`src/rtl/led_pattern_ctrl_pkg.sv`:
```
// Shared types for the LED pattern sequencer.
// Mode encodings, FSM states and small helpers.
package led_ctrl_pkg;

    typedef enum logic [1:0] {
        MODE_OFF     = 2'd0,
        MODE_ON      = 2'd1,
        MODE_BLINK   = 2'd2,
        MODE_BREATHE = 2'd3
    } mode_e;

    typedef enum logic [2:0] {
        S_OFF,
        S_ON,
        S_BLINK_H,
        S_BLINK_L,
        S_UP,
        S_DOWN
    } state_e;

    // Bits needed for a counter running 0..n-1
    function automatic int cnt_w(input int n);
        return (n <= 2) ? 1 : $clog2(n);
    endfunction

    function automatic state_e start_state(input mode_e m);
        state_e s;
        unique case (m)
            MODE_OFF:     s = S_OFF;
            MODE_ON:      s = S_ON;
            MODE_BLINK:   s = S_BLINK_H;
            MODE_BREATHE: s = S_UP;
            default:      s = S_OFF;
        endcase
        return s;
    endfunction

endpackage

```
`src/rtl/led_pattern_ctrl_if.sv`:
```
// Mode-write and LED-status bundle for led_pattern_ctrl.
// master: mode_i/mode_we out, led/duty/cycle_done in; slave: reverse.
interface led_pattern_ctrl_if #(
    parameter int PWM_BITS = 8
) ();
    logic [1:0]          mode_i;
    logic                mode_we;
    logic                led;
    logic [PWM_BITS-1:0] duty;
    logic                cycle_done;

    modport master (
        output mode_i, mode_we,
        input  led, duty, cycle_done
    );

    modport slave (
        input  mode_i, mode_we,
        output led, duty, cycle_done
    );
endinterface

```
`src/rtl/led_pattern_ctrl_tick.sv`:
```
// Pattern-tick prescaler: one-cycle tick every PRESCALE clocks.
// Ports: clk, rst (sync, high), clr (restart count), tick (out).
module tick_gen
    import led_ctrl_pkg::*;
#(
    parameter int PRESCALE = 11
) (
    input  logic clk,
    input  logic rst,
    input  logic clr,
    output logic tick
);
    localparam int W = cnt_w(PRESCALE);
    localparam logic [W-1:0] LAST = W'(PRESCALE - 1);

    logic [W-1:0] pre_cnt;

    always_ff @(posedge clk) begin
        if (rst || clr) begin
            pre_cnt <= '0;
        end else if (pre_cnt == LAST) begin
            pre_cnt <= '0;
        end else begin
            pre_cnt <= pre_cnt + W'(1);
        end
    end

    assign tick = (pre_cnt == LAST);
endmodule

```
`src/rtl/led_pattern_ctrl.sv`:
```
// LED pattern sequencer: OFF/ON/BLINK/BREATHE duty schedule + PWM.
// Ports: clk, rst (sync, high), bus (slave: mode_i, mode_we, led, duty, cycle_done).
module led_pattern_ctrl
    import led_ctrl_pkg::*;
#(
    parameter int PRESCALE    = 11,
    parameter int PWM_BITS    = 8,
    parameter int STEP        = 4,
    parameter int BLINK_TICKS = 64
) (
    input  logic clk,
    input  logic rst,
    led_pattern_ctrl_if.slave bus
);
    localparam int MAX = 2**PWM_BITS - 1;
    localparam int BW  = cnt_w(BLINK_TICKS);

    localparam logic [PWM_BITS-1:0] DMAX     = PWM_BITS'(MAX);
    localparam logic [PWM_BITS-1:0] PWM_LAST = PWM_BITS'(MAX - 1);
    localparam logic [PWM_BITS-1:0] STEP_D   = PWM_BITS'(STEP);
    localparam logic [PWM_BITS:0]   MAX_X    = (PWM_BITS+1)'(MAX);
    localparam logic [PWM_BITS:0]   STEP_X   = (PWM_BITS+1)'(STEP);
    localparam logic [BW-1:0]       BT_LAST  = BW'(BLINK_TICKS - 1);

    state_e              state, state_nx;
    logic [PWM_BITS-1:0] dt, dt_nx;
    logic [PWM_BITS-1:0] duty_q;
    logic [PWM_BITS-1:0] pwm_cnt;
    logic [BW-1:0]       blink_cnt, blink_nx;
    logic                cd_q, cd_nx;
    logic [PWM_BITS:0]   up_sum;
    logic                tick;

    // A mode write restarts the prescaler so the first tick of a
    // new pattern is a full PRESCALE after the write.
    tick_gen #(
        .PRESCALE (PRESCALE)
    ) u_tick (
        .clk  (clk),
        .rst  (rst),
        .clr  (bus.mode_we),
        .tick (tick)
    );

    always_comb begin
        state_nx = state;
        dt_nx    = dt;
        blink_nx = blink_cnt;
        cd_nx    = 1'b0;
        // One extra bit so dt+STEP cannot wrap before the compare
        up_sum   = {1'b0, dt} + STEP_X;

        // A write outranks a coincident tick: that tick is dropped.
        if (bus.mode_we) begin
            state_nx = start_state(mode_e'(bus.mode_i));
            blink_nx = '0;
            if (state_nx == S_ON || state_nx == S_BLINK_H) begin
                dt_nx = DMAX;
            end else begin
                dt_nx = '0;
            end
        end else begin
            unique case (state)
                S_OFF: dt_nx = '0;
                S_ON:  dt_nx = DMAX;
                S_BLINK_H, S_BLINK_L: begin
                    if (tick) begin
                        if (blink_cnt == BT_LAST) begin
                            blink_nx = '0;
                            if (state == S_BLINK_H) begin
                                state_nx = S_BLINK_L;
                                dt_nx    = '0;
                            end else begin
                                state_nx = S_BLINK_H;
                                dt_nx    = DMAX;
                                cd_nx    = 1'b1;
                            end
                        end else begin
                            blink_nx = blink_cnt + BW'(1);
                        end
                    end
                end
                S_UP: begin
                    if (tick) begin
                        if (up_sum >= MAX_X) begin
                            dt_nx    = DMAX;
                            state_nx = S_DOWN;
                        end else begin
                            dt_nx = up_sum[PWM_BITS-1:0];
                        end
                    end
                end
                S_DOWN: begin
                    if (tick) begin
                        if ({1'b0, dt} <= STEP_X) begin
                            dt_nx    = '0;
                            state_nx = S_UP;
                            cd_nx    = 1'b1;
                        end else begin
                            dt_nx = dt - STEP_D;
                        end
                    end
                end
                default: state_nx = S_OFF;
            endcase
        end
    end

    always_ff @(posedge clk) begin
        if (rst) begin
            state     <= S_OFF;
            dt        <= '0;
            blink_cnt <= '0;
            cd_q      <= 1'b0;
            pwm_cnt   <= '0;
            duty_q    <= '0;
        end else begin
            state     <= state_nx;
            dt        <= dt_nx;
            blink_cnt <= blink_nx;
            cd_q      <= cd_nx;
            // Duty is latched on the last count of the period so the
            // new value starts cleanly at pwm_cnt == 0.
            if (pwm_cnt == PWM_LAST) begin
                pwm_cnt <= '0;
                duty_q  <= dt;
            end else begin
                pwm_cnt <= pwm_cnt + PWM_BITS'(1);
            end
        end
    end

    assign bus.led        = (pwm_cnt < duty_q);
    assign bus.duty       = duty_q;
    assign bus.cycle_done = cd_q;
endmodule

```
`src/flat_wrapper.sv`:
```
// flat-port wrapper written by rule: the top's interface ports become plain ports
module led_pattern_ctrl_flat import led_ctrl_pkg::*;
#(
    parameter int PRESCALE    = 11,
    parameter int PWM_BITS    = 8,
    parameter int STEP        = 4,
    parameter int BLINK_TICKS = 64
)
  (clk, rst, bus_mode_i, bus_mode_we, bus_led, bus_duty, bus_cycle_done);
  led_pattern_ctrl_if #(.PWM_BITS(PWM_BITS)) bus_i ();
  input  logic clk;
  input  logic rst;
  input wire logic [$bits(bus_i.mode_i)-1:0] bus_mode_i;
  input wire logic [$bits(bus_i.mode_we)-1:0] bus_mode_we;
  output wire logic [$bits(bus_i.led)-1:0] bus_led;
  output wire logic [$bits(bus_i.duty)-1:0] bus_duty;
  output wire logic [$bits(bus_i.cycle_done)-1:0] bus_cycle_done;
  assign bus_i.mode_i = bus_mode_i;
  assign bus_i.mode_we = bus_mode_we;
  assign bus_led = bus_i.led;
  assign bus_duty = bus_i.duty;
  assign bus_cycle_done = bus_i.cycle_done;
  led_pattern_ctrl #(.PRESCALE(PRESCALE), .PWM_BITS(PWM_BITS), .STEP(STEP), .BLINK_TICKS(BLINK_TICKS)) u_core (.clk(clk), .rst(rst), .bus(bus_i));
endmodule
```
`config.mk`:
```
export PLATFORM = sky130hd
export DESIGN_NAME = led_pattern_ctrl_flat
export DESIGN_NICKNAME = d
export VERILOG_FILES = /design/src/rtl/led_pattern_ctrl_pkg.sv /design/src/rtl/led_pattern_ctrl_if.sv /design/src/rtl/led_pattern_ctrl_tick.sv /design/src/rtl/led_pattern_ctrl.sv /design/src/flat_wrapper.sv
export SDC_FILE = /design/constraint.sdc
export NUM_CORES = 1
export LEC_CHECK = 0
export ABC_AREA = 1
export CAP_MARGIN = 20
export CORE_ASPECT_RATIO = 1.5
export CORE_MARGIN = 2
export CORE_UTILIZATION = 59
export CTS_CLUSTER_SIZE = 16
export DETAILED_ROUTE_END_ITERATION = 7
export GPL_TIMING_DRIVEN = 0
export PLACE_DENSITY = 0.8
export SLEW_MARGIN = 20
export SYNTH_ARGS = -nofsm -noshare
export SYNTH_HDL_FRONTEND = slang
export SYNTH_SLANG_ARGS = --single-unit
```
`constraint.sdc`:
```
create_clock -name clk -period 2.4 [get_ports clk]
set_clock_uncertainty 0.15 [all_clocks]
set_input_delay 0.36 -clock clk [delete_from_list [all_inputs] [get_ports clk]]
set_output_delay 0.36 -clock clk [all_outputs]
set_load 0.1 [all_outputs]
```
==> out/qor.yml, run 1 <==
final_layout_size_suffix_gt1_share_pct: 14.6
drv_cap: 0
drt-pass1-iter-count: 4
path_cells: "inv_1, ha_1, a21boi_0, o211ai_1, nand2_1, a21oi_4, buf_8"
cts_tree: "yes"
postLayoutCellArea_mm2: 0.00256
ys_seq_area_share_pct: 31.9
grt_use_total_pct: 25.0
start_kind: "register"
arrival_ns: 1.80
dieArea_mm2: 0.00435
gr-total-overflow: 0
drv_slew: 0
initial_core_util_pct: 61.3
synth_edf_count: 0
rows: 27
worstSetupPathType: "reg2out"
holdPathStages: 3
cp_slowest_cell: "dfxtp_4"
drtIter0Drc: 65
stdcell_count: 386
placed_cell_area_mm2: 0.00247
crit_required_ns: 1.89
synth_area_mm2: 0.00226
num_io_pins: 15
yosys-top-cells-count: "60 x nand2_1, 39 x inv_1, 36 x dfxtp_1, 35 x nor2_1, 32 x a21oi_1"
synthCells: 322
cts.sinks: 36
htree_levels: 2
hold_viol: 0
avgSynthCellArea_um2: 7.01
worstRegToRegCells: 9
synth-main-ff-cell: "dfxtp_1"
worst_pin_slew_ns: 0.965
placed_cells: 378
hold_ws_ns: 0.255
p_leak_nw: 1.05
chipWidth_um: 54.5
area_delta_synth_final_pct: 13.6
power.density_mw_per_mm2: 520
grt_start_max_net_pins: 12
core_mm2: 0.00368
clk_path_buf_depth: 2
yosysMostFrequentCell: "nand2_1"
num_antenna_cells: 0
drc_errors: 0
clkLatencyLatePin_ns: 0.30
detail_route.wl_per_cell_um: 12.0
yosysWarnings: 0
wl_um: 4620
async_flop_share_pct: 0
path_max_fanout: 4
root_buffer: "clkbuf_8"
worst_ir_drop_vdd_mv: 0.472
gp_congestion: 0.818
drtAntennaViolNets: 0
fmaxAchievable_mhz: 432
timing.final.crit_share_pct: 96.4
io_buffers: 13
setup_viol: 0
clkTransAtPathRegs_ns: 0.08
cp-end-kind: "output pin"
yosys-top-cells-area: "dfxtp_1 32%, ha_1 11%, nand2_1 10%"
max-slew-margin-rel_pct: 35.4
die_y_um: 79.8
antenna_found_initial: 0
rsz0062_at_grt: "no"
dp_hpwl_um: 3550
synthesis.nets: 346
cts_setup_buffers: 0
status: "finished clean"
grt_pass1_wl_um: 7990
cts_inserted_buffers: 5
ys_types: 36
first_global_vias: 1952
ys_ff_latch: 36
yosysTopAreaCell: "dfxtp_1"
vias: 2085
min_path_type: "in2reg"
nets: 366
netlist.area_leader.share_pct: 31.9
n_fill_cell: 335
via_per_inst: 5.40
fin_crit_ns: 2.31
slowest_delay_ns: 0.37
stage by stage:
stage	power (W)	worst slack [ns]	utilization (%)	TNS, ns
floorplan	0.000827	0.00442	-	0
global placement	0.000875	-0.470	67.0	-0.470
detailed placement	0.000881	-0.499	67.0	-0.499
CTS	0.00134	0.000977	69.5	0
global route	0.00139	0.00912	69.7	0
finish	0.00133	0.0869	69.7	0
layout make-up:
class | instances | area (um^2) | share of cell area [%]
buffer | 6 | 33.8 | 1.32
tap | 43 | 53.8 | 2.10
clock buffer | 7 | 86.3 | 3.37
clock inverter | 1 | 7.51 | 0.293
sequential | 36 | 734 | 28.6
timing repair buffer | 13 | 134 | 5.22
multi-input combinational | 230 | 1330 | 51.7
inverter | 50 | 189 | 7.37
path summary, 6_finish.rpt:
check	to	startpoint	slack, ns
max	bus_led	u_core.bus.duty[1]	0.09
min	u_core.state[2]	bus_mode_we	0.26
max reg2reg	u_core.dt[5]	u_core.dt[2]	0.25
min reg2reg	u_core.u_tick.pre_cnt[0]	u_core.u_tick.pre_cnt[0]	0.33
cell usage in the layout, fill, tap and decap left out, types with 3 or more instances in the layout:
cell type        instances
ha_1                    19
clkbuf_8                 6
dfxtp_2                  5
o21ai_1                  3
clkdlybuf4s50_1         11
xnor2_1                  3
inv_2                    8
nand3_2                  3
o21ai_0                 21
nand2_2                  3
nand2_1                 60
dfxtp_1                 29
nor2_2                   3
inv_1                   39
nor2_4                   4
a21oi_1                 31
nand3_1                 19
nor2_1                  35
xor2_1                   5
buf_2                    3
logic make-up (layout without fill, tap and decap cells):
kind of cell             after synthesis  count (layout)  synth area share, %
AO/OA/AOI/OAI                         65              65                 15.8
XOR/XNOR                               8               8                 3.10
adder cells (fa/ha/maj)               19              19                 10.5
buffers and inverters                 56              77                 9.86
flip-flops                            36              36                 31.9
AND/OR/NAND/NOR                      138             138                 28.8
worst max-delay path: cells and delay by family (launching register included):
kind,cells,cell delay [ns]
flip-flops,1,0.37
adder cells (fa/ha/maj),1,0.28
AO/OA/AOI/OAI,3,0.47
buffers and inverters,2,0.26
AND/OR/NAND/NOR,1,0.14
sequential cells by signal, summed over array words and instances, names as in the netlist:
signal                 cells
u_core.pwm_cnt             8
u_core.blink_cnt           6
u_core.state               3
u_core.bus.duty            7
u_core.bus.cycle_done      1
u_core.u_tick.pre_cnt      4
u_core.dt                  7
where the power goes:
part           leakage (nW)  internal (W)  switching (W)
registers             0.297      0.000615      0.0000295
logic                 0.707     0.0000827       0.000145
clock network        0.0445      0.000233       0.000229
layer usage:
metal | global-route usage (%) | vias to the layer above | routed length (um)
met5 | 0 | - | 0
met4 | 13.5 | 0 | 132
met3 | 5.99 | 12 | 201
met2 | 42.9 | 46 | 2350
met1 | 26.8 | 947 | 1930
li1 | - | 1080 | -
timing repair:
item / CTS / global route
hold buffers: 0 / 0
resized for setup: 7 / 2
gates cloned: 0 / 0
endpoints found under the setup margin: 2 / 1
No activity file was read; power rests on OpenSTA's default activity.
==> inputs of run 2 (changes only) <==
--- a/config.mk
+++ b/config.mk
@@ -7,13 +7,13 @@
 export LEC_CHECK = 0
 export ABC_AREA = 1
 export CAP_MARGIN = 20
-export CORE_ASPECT_RATIO = 1.5
+export CORE_ASPECT_RATIO = 1.4
 export CORE_MARGIN = 2
-export CORE_UTILIZATION = 59
+export CORE_UTILIZATION = 53
 export CTS_CLUSTER_SIZE = 16
 export DETAILED_ROUTE_END_ITERATION = 7
 export GPL_TIMING_DRIVEN = 0
-export PLACE_DENSITY = 0.8
+export PLACE_DENSITY = 0.76
 export SLEW_MARGIN = 20
 export SYNTH_ARGS = -nofsm -noshare
 export SYNTH_HDL_FRONTEND = slang
==> constraint.sdc (replaced) <==
create_clock -name clk -period 2.1 [get_ports clk]
set_clock_uncertainty 0.15 [all_clocks]
set_input_delay 0.315 -clock clk [delete_from_list [all_inputs] [get_ports clk]]
set_output_delay 0.315 -clock clk [all_outputs]
set_load 0.1 [all_outputs]
==> run 2 against run 1 <==
Effect of this change: the run now ends with negative setup slack left; largest cell class unchanged; sequential power rose by 14%; largest power group unchanged; non-clock buffer count grew 2; design area up 2.1%.
==> out/qor.yml, run 2 (synthesized netlist as in run 1, its figures left out) <==
status: "finished, violations left"
violations: "negative setup slack"
rows: 28  # +3.7%
rrSetupSlack_ns: 0.21  # -0.04 ns
cp-end-kind: "output pin"
dp_hpwl_um: 3570  # +0.65%
num_io_pins: 15  # unchanged
dpl_worst_slack_ns: -0.719  # -0.220 ns
hold_ws_ns: 0.223  # -0.0323 ns
chipWidth_um: 59.2  # +8.5%
worst_pin_slew_ns: 0.954  # -0.0119 ns
timing.final.crit_share_pct: 100
drtIter0Drc: 48  # -26%
cts_tree: "yes"
vias: 2049  # -1.7%
arrival_ns: 1.64  # -0.16 ns
reg2reg_to: "u_core.dt[5]"
p_leak_nw: 1.10  # +4.8%
root_buffer: "clkbuf_8"
io_buffers: 13  # unchanged
fmaxAchievable_mhz: 475
power.density_mw_per_mm2: 577  # +11%
max-slew-margin-rel_pct: 36.7  # +1.2 points
final_cell_mix: "59 x nand2_1, 38 x inv_1, 35 x nor2_1, 31 x a21oi_1, 26 x dfxtp_1"
min_path_type: "in2reg"
largest_register_ffs: 8  # unchanged
core_mm2: 0.00417  # +13%
wl_um: 4670  # +1.3%
drc_errors: 0  # unchanged
num_antenna_cells: 0  # unchanged
worstSetupPathType: "reg2out"
placed_cells: 380  # +0.53%
final_layout_size_suffix_gt1_share_pct: 17.1  # +2.5 points
fin_crit_ns: 2.11
initial_core_util_pct: 54.2  # -7.2 points
worstHoldStart: "bus_mode_we"
grt_start_max_net_pins: 12  # unchanged
die_y_um: 81.2  # +1.8%
cts.sinks: 36  # unchanged
hold_viol: 0  # unchanged
ctsHoldBuffers: 0  # unchanged
grt_use_total_pct: 21.3  # -3.6 points
drtAntennaViolNets: 0  # unchanged
detail_route.wl_per_cell_um: 12.0  # +0.22%
drv_slew: 0  # unchanged
clk_path_buf_depth: 2  # unchanged
n_fill_cell: 401  # +20%
via_per_inst: 5.25  # -2.7%
drt-pass1-iter-count: 5  # +1
htree_levels: 2  # unchanged
cts_inserted_buffers: 5  # unchanged
multiInputGateArea_mm2: 0.00135  # +1.5%
min_to: "u_core.state[1]"
regMostFlops: "u_core.pwm_cnt"
clkTransAtPathRegs_ns: 0.07  # about the same
rsz0062_at_grt: "yes"
first_global_vias: 1904  # -2.5%
finalPower_w: 0.00151  # +13%
antenna_found_initial: 0  # unchanged
drv_cap: 0  # unchanged
grt_pass1_wl_um: 7940  # -0.61%
worstRegToRegCells: 9  # unchanged
holdPathStages: 3  # unchanged
fin_ws_ns: -0.00524  # -0.0921 ns
nets: 368  # +0.55%
dieArea_mm2: 0.00481  # +11%
crit_required_ns: 1.63  # -0.26 ns
clkLatencyLatePin_ns: 0.28  # -0.02 ns
gp_congestion: 0.872  # +6.5%
gr-total-overflow: 0  # unchanged
final_common_cell: "nand2_1"
start_kind: "register"
timing.rr.start: "u_core.dt[2]"
worst_ir_drop_vdd_mv: 0.456  # -3.5%
stdcell_count: 390  # +1.0%
path_max_fanout: 2  # -2
setup_tns_ns: -0.00524  # -0.00524 ns
regArea_um2: 753  # +2.6%
setup_viol: 1  # +1
area_delta_synth_final_pct: 16.0
## run 2: changes by cell type in the layout (fill, tap and decap cells not counted), moves of 3 or more
cell and change:
dfxtp_1 -3, buf_4 +3, dfxtp_2 -3, dlygate4sd2_1 +6, clkdlybuf4s50_1 -8, dfxtp_4 +6
## run 2: worst max path at each step
stage | slack [ns] | start | end | cells past startpoint
finish | -0.005 | u_core.bus.duty[7] | bus_led | 6
global route | -0.13 | u_core.bus.duty[1] | bus_led | 7
CTS | -0.06 | u_core.bus.duty[1] | bus_led | 7
detailed placement | -0.72 | u_core.pwm_cnt[1] | bus_led | 6
global placement | -0.71 | u_core.pwm_cnt[1] | bus_led | 6
floorplan | -0.16 | u_core.bus.duty[1] | bus_led | 6
## run 2: where the power goes
part | total, W | switching [W] | internal, W | leakage (nW)
Combinational | 0.000273 | 0.000171 | 0.000102 | 0.755
Sequential | 0.000732 | 0.0000336 | 0.000699 | 0.300
Clock | 0.000506 | 0.000240 | 0.000266 | 0.0445
Total | 0.00151 | 0.000445 | 0.00107 | 1.10
## run 2: timing repair
action                                  CTS  global route
buffers inserted                          0             2
pin swaps                                 0             3
resized for setup                        20             8
endpoints found under the setup margin   11             8
## run 2: through the flow
step | utilization, % | cell area [um^2]
global route | 62.8 | 2620
CTS | 62.1 | 2590
detailed placement | 59.8 | 2490
global placement | 59.8 | 2490
floorplan | - | 2310
finish | 62.8 | 2620
## run 2: critical path: stages (launching register included)
cell	delay, ns
dfxtp_4	0.34
inv_1	0.05
ha_1	0.31
a21oi_1	0.14
o21ai_0	0.15
a21oi_4	0.17
buf_12	0.19
## run 2: layout make-up
class,instances,share of cell area (%)
Buffer,6,1.29
Clock buffer,7,3.30
Clock inverter,1,0.287
Inverter,50,7.31
Multi-Input combinational cell,230,51.4
Sequential cell,36,28.8
Tap cell,45,2.15
Timing Repair Buffer,15,5.49
## run 2: layer usage
metal	GRT usage (%)	vias to the layer above	share of wire (%)
met3	3.98	6	2.6
met2	39.9	33	53
met4	6.82	0	1.3
met1	23.7	925	43
li1	-	1085	-
met5	0	-	0
==> RTL edit 1 (flow settings as in run 1) <==
`PWM_BITS` is set to 8 in 3 places; all go to 10.
--- a/src/rtl/led_pattern_ctrl_if.sv
+++ b/src/rtl/led_pattern_ctrl_if.sv
@@ -1,7 +1,7 @@
 // Mode-write and LED-status bundle for led_pattern_ctrl.
 // master: mode_i/mode_we out, led/duty/cycle_done in; slave: reverse.
 interface led_pattern_ctrl_if #(
-    parameter int PWM_BITS = 8
+    parameter int PWM_BITS = 10
 ) ();
     logic [1:0]          mode_i;
     logic                mode_we;
--- a/src/rtl/led_pattern_ctrl.sv
+++ b/src/rtl/led_pattern_ctrl.sv
@@ -4,7 +4,7 @@
     import led_ctrl_pkg::*;
 #(
     parameter int PRESCALE    = 11,
-    parameter int PWM_BITS    = 8,
+    parameter int PWM_BITS    = 10,
     parameter int STEP        = 4,
     parameter int BLINK_TICKS = 64
 ) (
--- a/src/flat_wrapper.sv
+++ b/src/flat_wrapper.sv
@@ -2,7 +2,7 @@
 module led_pattern_ctrl_flat import led_ctrl_pkg::*;
 #(
     parameter int PRESCALE    = 11,
-    parameter int PWM_BITS    = 8,
+    parameter int PWM_BITS    = 10,
     parameter int STEP        = 4,
     parameter int BLINK_TICKS = 64
 )
Ports: changed (resized bus_duty); port bits go from 15 to 17. No check against the original RTL was run, so the function may have changed too.
==> RTL edit 1 against run 1 <==
  * The flow now finishes with violations (DRC)
  * Worst hold slack got worse by 64 ps
  * Fmax fell by 0.57%
  * Final area rose by 19%
  * Area after synthesis rose by 17%
  * Wire length rose by 26%
  * Core utilization rose by 1.9 points
  * Power rose by 18%
  * Sequential cell count rose by 6
  * Critical path depth rose by 1
  * Die area rose by 16%
  * Combinational power rose by 29%
  * Worst setup slack got worse by 13 ps
  * Highest routed layer unchanged
==> RTL edit 1: results (changes against run 1) <==
.. list-table::
   :header-rows: 1

   * - Metric
     - Value
   * - Status
     - complete, but fails checks
   * - Worst voltage drop across the vdd grid
     - 0.3154 mV (-33%)
   * - Total leakage power
     - 0.001341 uW (+28%)
   * - Routability congestion estimate
     - 0.8957 (+9.4%)
   * - CTS clk-pin slew, worst paths
     - 80 ps (about the same)
   * - Worst hold margin
     - 190.8 ps (-64.41 ps)
   * - Iteration-0 DRC count of the detailed router
     - 94 (+45%)
   * - Pin count of the biggest net entering global routing
     - 13 (+1)
   * - Flip-flop count of the largest register after layout
     - 10 (+2)
   * - Number of remaining DRC errors
     - 1 (+1)
   * - Violations in the final reports
     - DRC
   * - Source of the critical timing path
     - u_core.bus.duty[3]
   * - Number of nets produced by synthesis
     - 404 (+17%)
   * - Crit-path max FO
     - 2 (-2)
   * - Reg2reg end
     - u_core.dt[0]
   * - First-pass GRT wire length
     - 10,280 um (+29%)
   * - Fraction of layout instances using a drive strength above 1
     - 13.72% (-0.86 points)
   * - Final routed wirelength across all metal layers
     - 5820 um (+26%)
   * - Placed Instance Area
     - 2899 um^2 (+17%)
   * - Number of distinct library cells after synthesis
     - 35 (-2.8%)
   * - Cell depth of the worst flop-to-flop path
     - 16 (+7)
   * - Skew-Pair Late Insertion Delay
     - 300 ps (about the same)
   * - Top cell types by occurrence after synthesis
     - nand2_1 (68), inv_1 (54), dfxtp_1 (42)
   * - Routed vias
     - 2,467 (+18%)
   * - Count of filler cells inserted in the layout
     - 355 (+6.0%)
   * - Nets
     - 426 (+16%)
   * - Endpoint arrival time on the critical path
     - 1820 ps (+20 ps)
   * - Biggest area contributors in the synthesized netlist
     - dfxtp_1 (32%), ha_1 (9.9%), nand2_1 (9.6%)
   * - Class of the tightest hold or removal check
     - in2reg
   * - Count of buffers from port buffering
     - 15 (+2)
   * - Largest stage delay, worst path
     - 340 ps (-30 ps)
   * - Overall fraction of global-route tracks in use
     - 26.05% (+1.1 points)
   * - Slew at the pin with the worst max-slew slack
     - 983.6 ps (+18.11 ps)
   * - Number of detailed-routing iterations run before antenna repair
     - 6 (+2)
   * - DP HPWL
     - 4541 um (+28%)
   * - Seq/Total Area, Yosys
     - 31.79% (-0.12 points)
## RTL edit 1: changes by cell type in the layout (fill, tap and decap cells not counted), sizes merged, moves of 5 or more
cell / before / now
inv: 47 / 56
xor2: 5 / 10
dfxtp: 36 / 42
nor2: 42 / 49
nand2: 63 / 76
## RTL edit 1: worst min path at each step
stage	from	to
final	bus_mode_we	u_core.state[1]
after global routing	bus_mode_we	u_core.state[1]
after CTS	bus_mode_we	u_core.state[1]
after detailed placement	u_core.u_tick.pre_cnt[0]	u_core.u_tick.pre_cnt[0]
after global placement	u_core.u_tick.pre_cnt[0]	u_core.u_tick.pre_cnt[0]
after floorplan	rst	u_core.dt[9]
## RTL edit 1: final cells by class
class                   instances  share of cell area (%)
plain buffers                  10                   2.450
multi-input cells             270                   51.57
well taps                      46                   1.878
clock buffers                   7                   2.491
inverters                      56                   6.860
flip-flops and latches         42                   28.46
clock inverters                 1                  0.9800
repair buffers                 15                   5.308
## RTL edit 1: metal layers
layer / vias to the layer above / wire length (um) / GRT usage (%)
met2: 64 / 3228 / 49.54
met3: 27 / 179 / 4.525
met1: 1120 / 2127 / 25.44
li1: 1256 / - / -
met5: - / 0 / 0
met4: 0 / 284 / 14.26
## RTL edit 1: cell families after synthesis
| group | share of synthesized area, % |
|---|---|
| AO/OA/AOI/OAI | 14.10 |
| XOR/XNOR | 3.642 |
| adder cells (fa/ha/maj) | 9.934 |
| buffers and inverters | 10.78 |
| flip-flops | 31.79 |
| AND/OR/NAND/NOR | 29.75 |
## RTL edit 1: timing repair
item	CTS	global route
setup endpoints to repair	1	2
hold endpoints to repair	0	0
pin swaps	0	2
resized for setup	8	8
## RTL edit 1: critical path, delay by kind of cell, from the launching register on
family	cells	cell delay [ps]
adder cells (fa/ha/maj)	1	220
AO/OA/AOI/OAI	4	580
buffers and inverters	2	300
AND/OR/NAND/NOR	1	70
flip-flops	1	340
## RTL edit 1: metrics by stage
step / cells / util [%] / worst slack, ps / total power (uW)
2_1_floorplan: 378 / - / 1.450 / 962.7
3_3_place_gp: 439 / 67.71 / -537.2 / 1020
3_5_place_dp: 439 / 67.71 / -561.3 / 1025
4_1_cts: 447 / 70.31 / 2.239 / 1570
5_1_grt: 447 / 71.57 / 14.40 / 1641
6_report: 447 / 71.57 / 73.73 / 1570
## RTL edit 1: report_power, final
group          switching (uW)  leakage, uW  internal, uW
sequential               21.7     0.000349           710
clock                     234    0.0000524           311
combinational             188     0.000940           105
total                     444      0.00134          1130
==> RTL edit 2 (config.mk and constraints of run 1) <==
Without the edit above. Reset style: asynchronous (`rst`), changed in one clocked block.
--- a/src/rtl/led_pattern_ctrl.sv
+++ b/src/rtl/led_pattern_ctrl.sv
@@ -106,7 +106,7 @@
         end
     end
 
-    always_ff @(posedge clk) begin
+    always_ff @(posedge clk or posedge rst) begin
         if (rst) begin
             state     <= S_OFF;
             dt        <= '0;
Formal check against the unedited RTL: same outputs for any inputs over 10 cycles, from zero or initial values and one cycle with rst high; that may be too few to reach the edited logic, so the function may still have changed.
==> RTL edit 2 against run 1 <==
  * Power up 36%
  * Register-to-register slack improved by 70 ps
  * Sequential power grew 7.1%
  * Worst setup slack worse by 23 ps
  * Via count down 2.8%
  * Global-route usage shrank 2.2 points
  * Die area up 4.2%
  * Worst hold slack better by 67 ps
  * Area after synthesis grew 4.4%
  * Largest cell class unchanged
  * Final area rose by 8.0%
  * Highest routed layer unchanged
  * Sequential cell count did not move
  * Wire length is 4.9% higher
==> RTL edit 2: results (changes against run 1) <==
.. list-table::
   :header-rows: 1

   * - Metric
     - Value
   * - First-pass GRT wire length
     - 8148 um (+2.0%)
   * - Met1 layer wirelength in the final routing
     - 1879 um (-2.6%)
   * - Number of global-route vias before repair
     - 1,955 (+0.15%)
   * - P&R area growth vs syn
     - 17.40%
   * - Largest stage delay, worst path
     - 520 ps (+150 ps)
   * - # placed instances
     - 374 (-1.1%)
   * - Post-cts resize count
     - 9 (+2)
   * - Area used by multi-input combinational logic
     - 1280 um^2 (-3.5%)
   * - Non-clk buf share
     - 6.417% (-0.12 points)
   * - Sequential cell area in the final layout
     - 894.6 um^2 (+22%)
   * - Routability congestion estimate
     - 0.9069 (+11%)
   * - Number of detailed-routing iterations run before antenna repair
     - 5 (+1)
   * - Synth Area in Compound Gates
     - 9.761% (-6.1 points)
   * - Met2 Wirelength
     - 2644 um (+12%)
   * - Inverter count of the layout excluding clock inverters
     - 53 (+6.0%)
   * - Top cell types by occurrence after synthesis
     - nand2_1 (71), inv_1 (43), dfrtp_1 (32)
   * - Seq/Total Area, Yosys
     - 37.35% (+5.4 points)
   * - DP HPWL
     - 3637 um (+2.5%)
   * - Nets
     - 360 (-1.6%)
   * - Horizontal die dimension
     - 55.63 um (+2.0%)
   * - Clk cell area share
     - 5.739% (+2.1 points)
   * - Number of distinct library cells after synthesis
     - 32 (-11%)
   * - Total number of multi-input combinational cells
     - 221 (-3.9%)
   * - Endpoint arrival time on the critical path
     - 1830 ps (+30 ps)
   * - Biggest area contributors in the synthesized netlist
     - dfrtp_1 (34%), nand2_1 (11%), ha_1 (10%)
   * - Number of nets produced by synthesis
     - 339 (-2.0%)
   * - Mean Syn Cell Area
     - 7.487 um^2 (+6.8%)
   * - Max-slew headroom at the worst pin
     - 35.49% (+0.060 points)
   * - Fraction of layout instances using a drive strength above 1
     - 14.24% (-0.33 points)
   * - Share of synthesized cell area in full adder, half adder and majority cells
     - 10.08% (-0.45 points)
   * - Overall fraction of global-route tracks in use
     - 22.83% (-2.2 points)
   * - Total leakage power
     - 0.001380 uW (+32%)
   * - Status
     - complete, no violations
   * - Met3 track utilization from global routing
     - 3.937% (-2.1 points)
   * - Pre-CTS worst setup slack
     - -581.3 ps (-81.83 ps)
==> RTL edit 2: power by group through the flow <==
stage	Clock, uW	Combinational [uW]	Sequential (uW)
finish	739	383	690
global route	782	439	696
CTS	747	382	690
detailed placement	0	375	702
global placement	0	369	699
floorplan	0	300	689
==> RTL edit 2: path summary, 6_finish.rpt <==
kind	from	to	slack, ps
min in group asynchronous	rst	u_core.pwm_cnt[2]	340
worst max register to register	u_core.dt[2]	u_core.dt[0]	320
worst min-delay path	u_core.u_tick.pre_cnt[0]	u_core.u_tick.pre_cnt[0]	320
worst max-delay path	u_core.bus.duty[1]	bus_led	60
worst min register to register	u_core.u_tick.pre_cnt[0]	u_core.u_tick.pre_cnt[0]	320
max in group asynchronous	rst	u_core.bus.duty[1]	1240
==> RTL edit 2: logic make-up after synthesis <==
kind of cell / after synthesis
AO/OA/AOI/OAI: 42
XOR/XNOR: 10
adder cells (fa/ha/maj): 19
buffers and inverters: 58
flip-flops: 36
AND/OR/NAND/NOR: 150
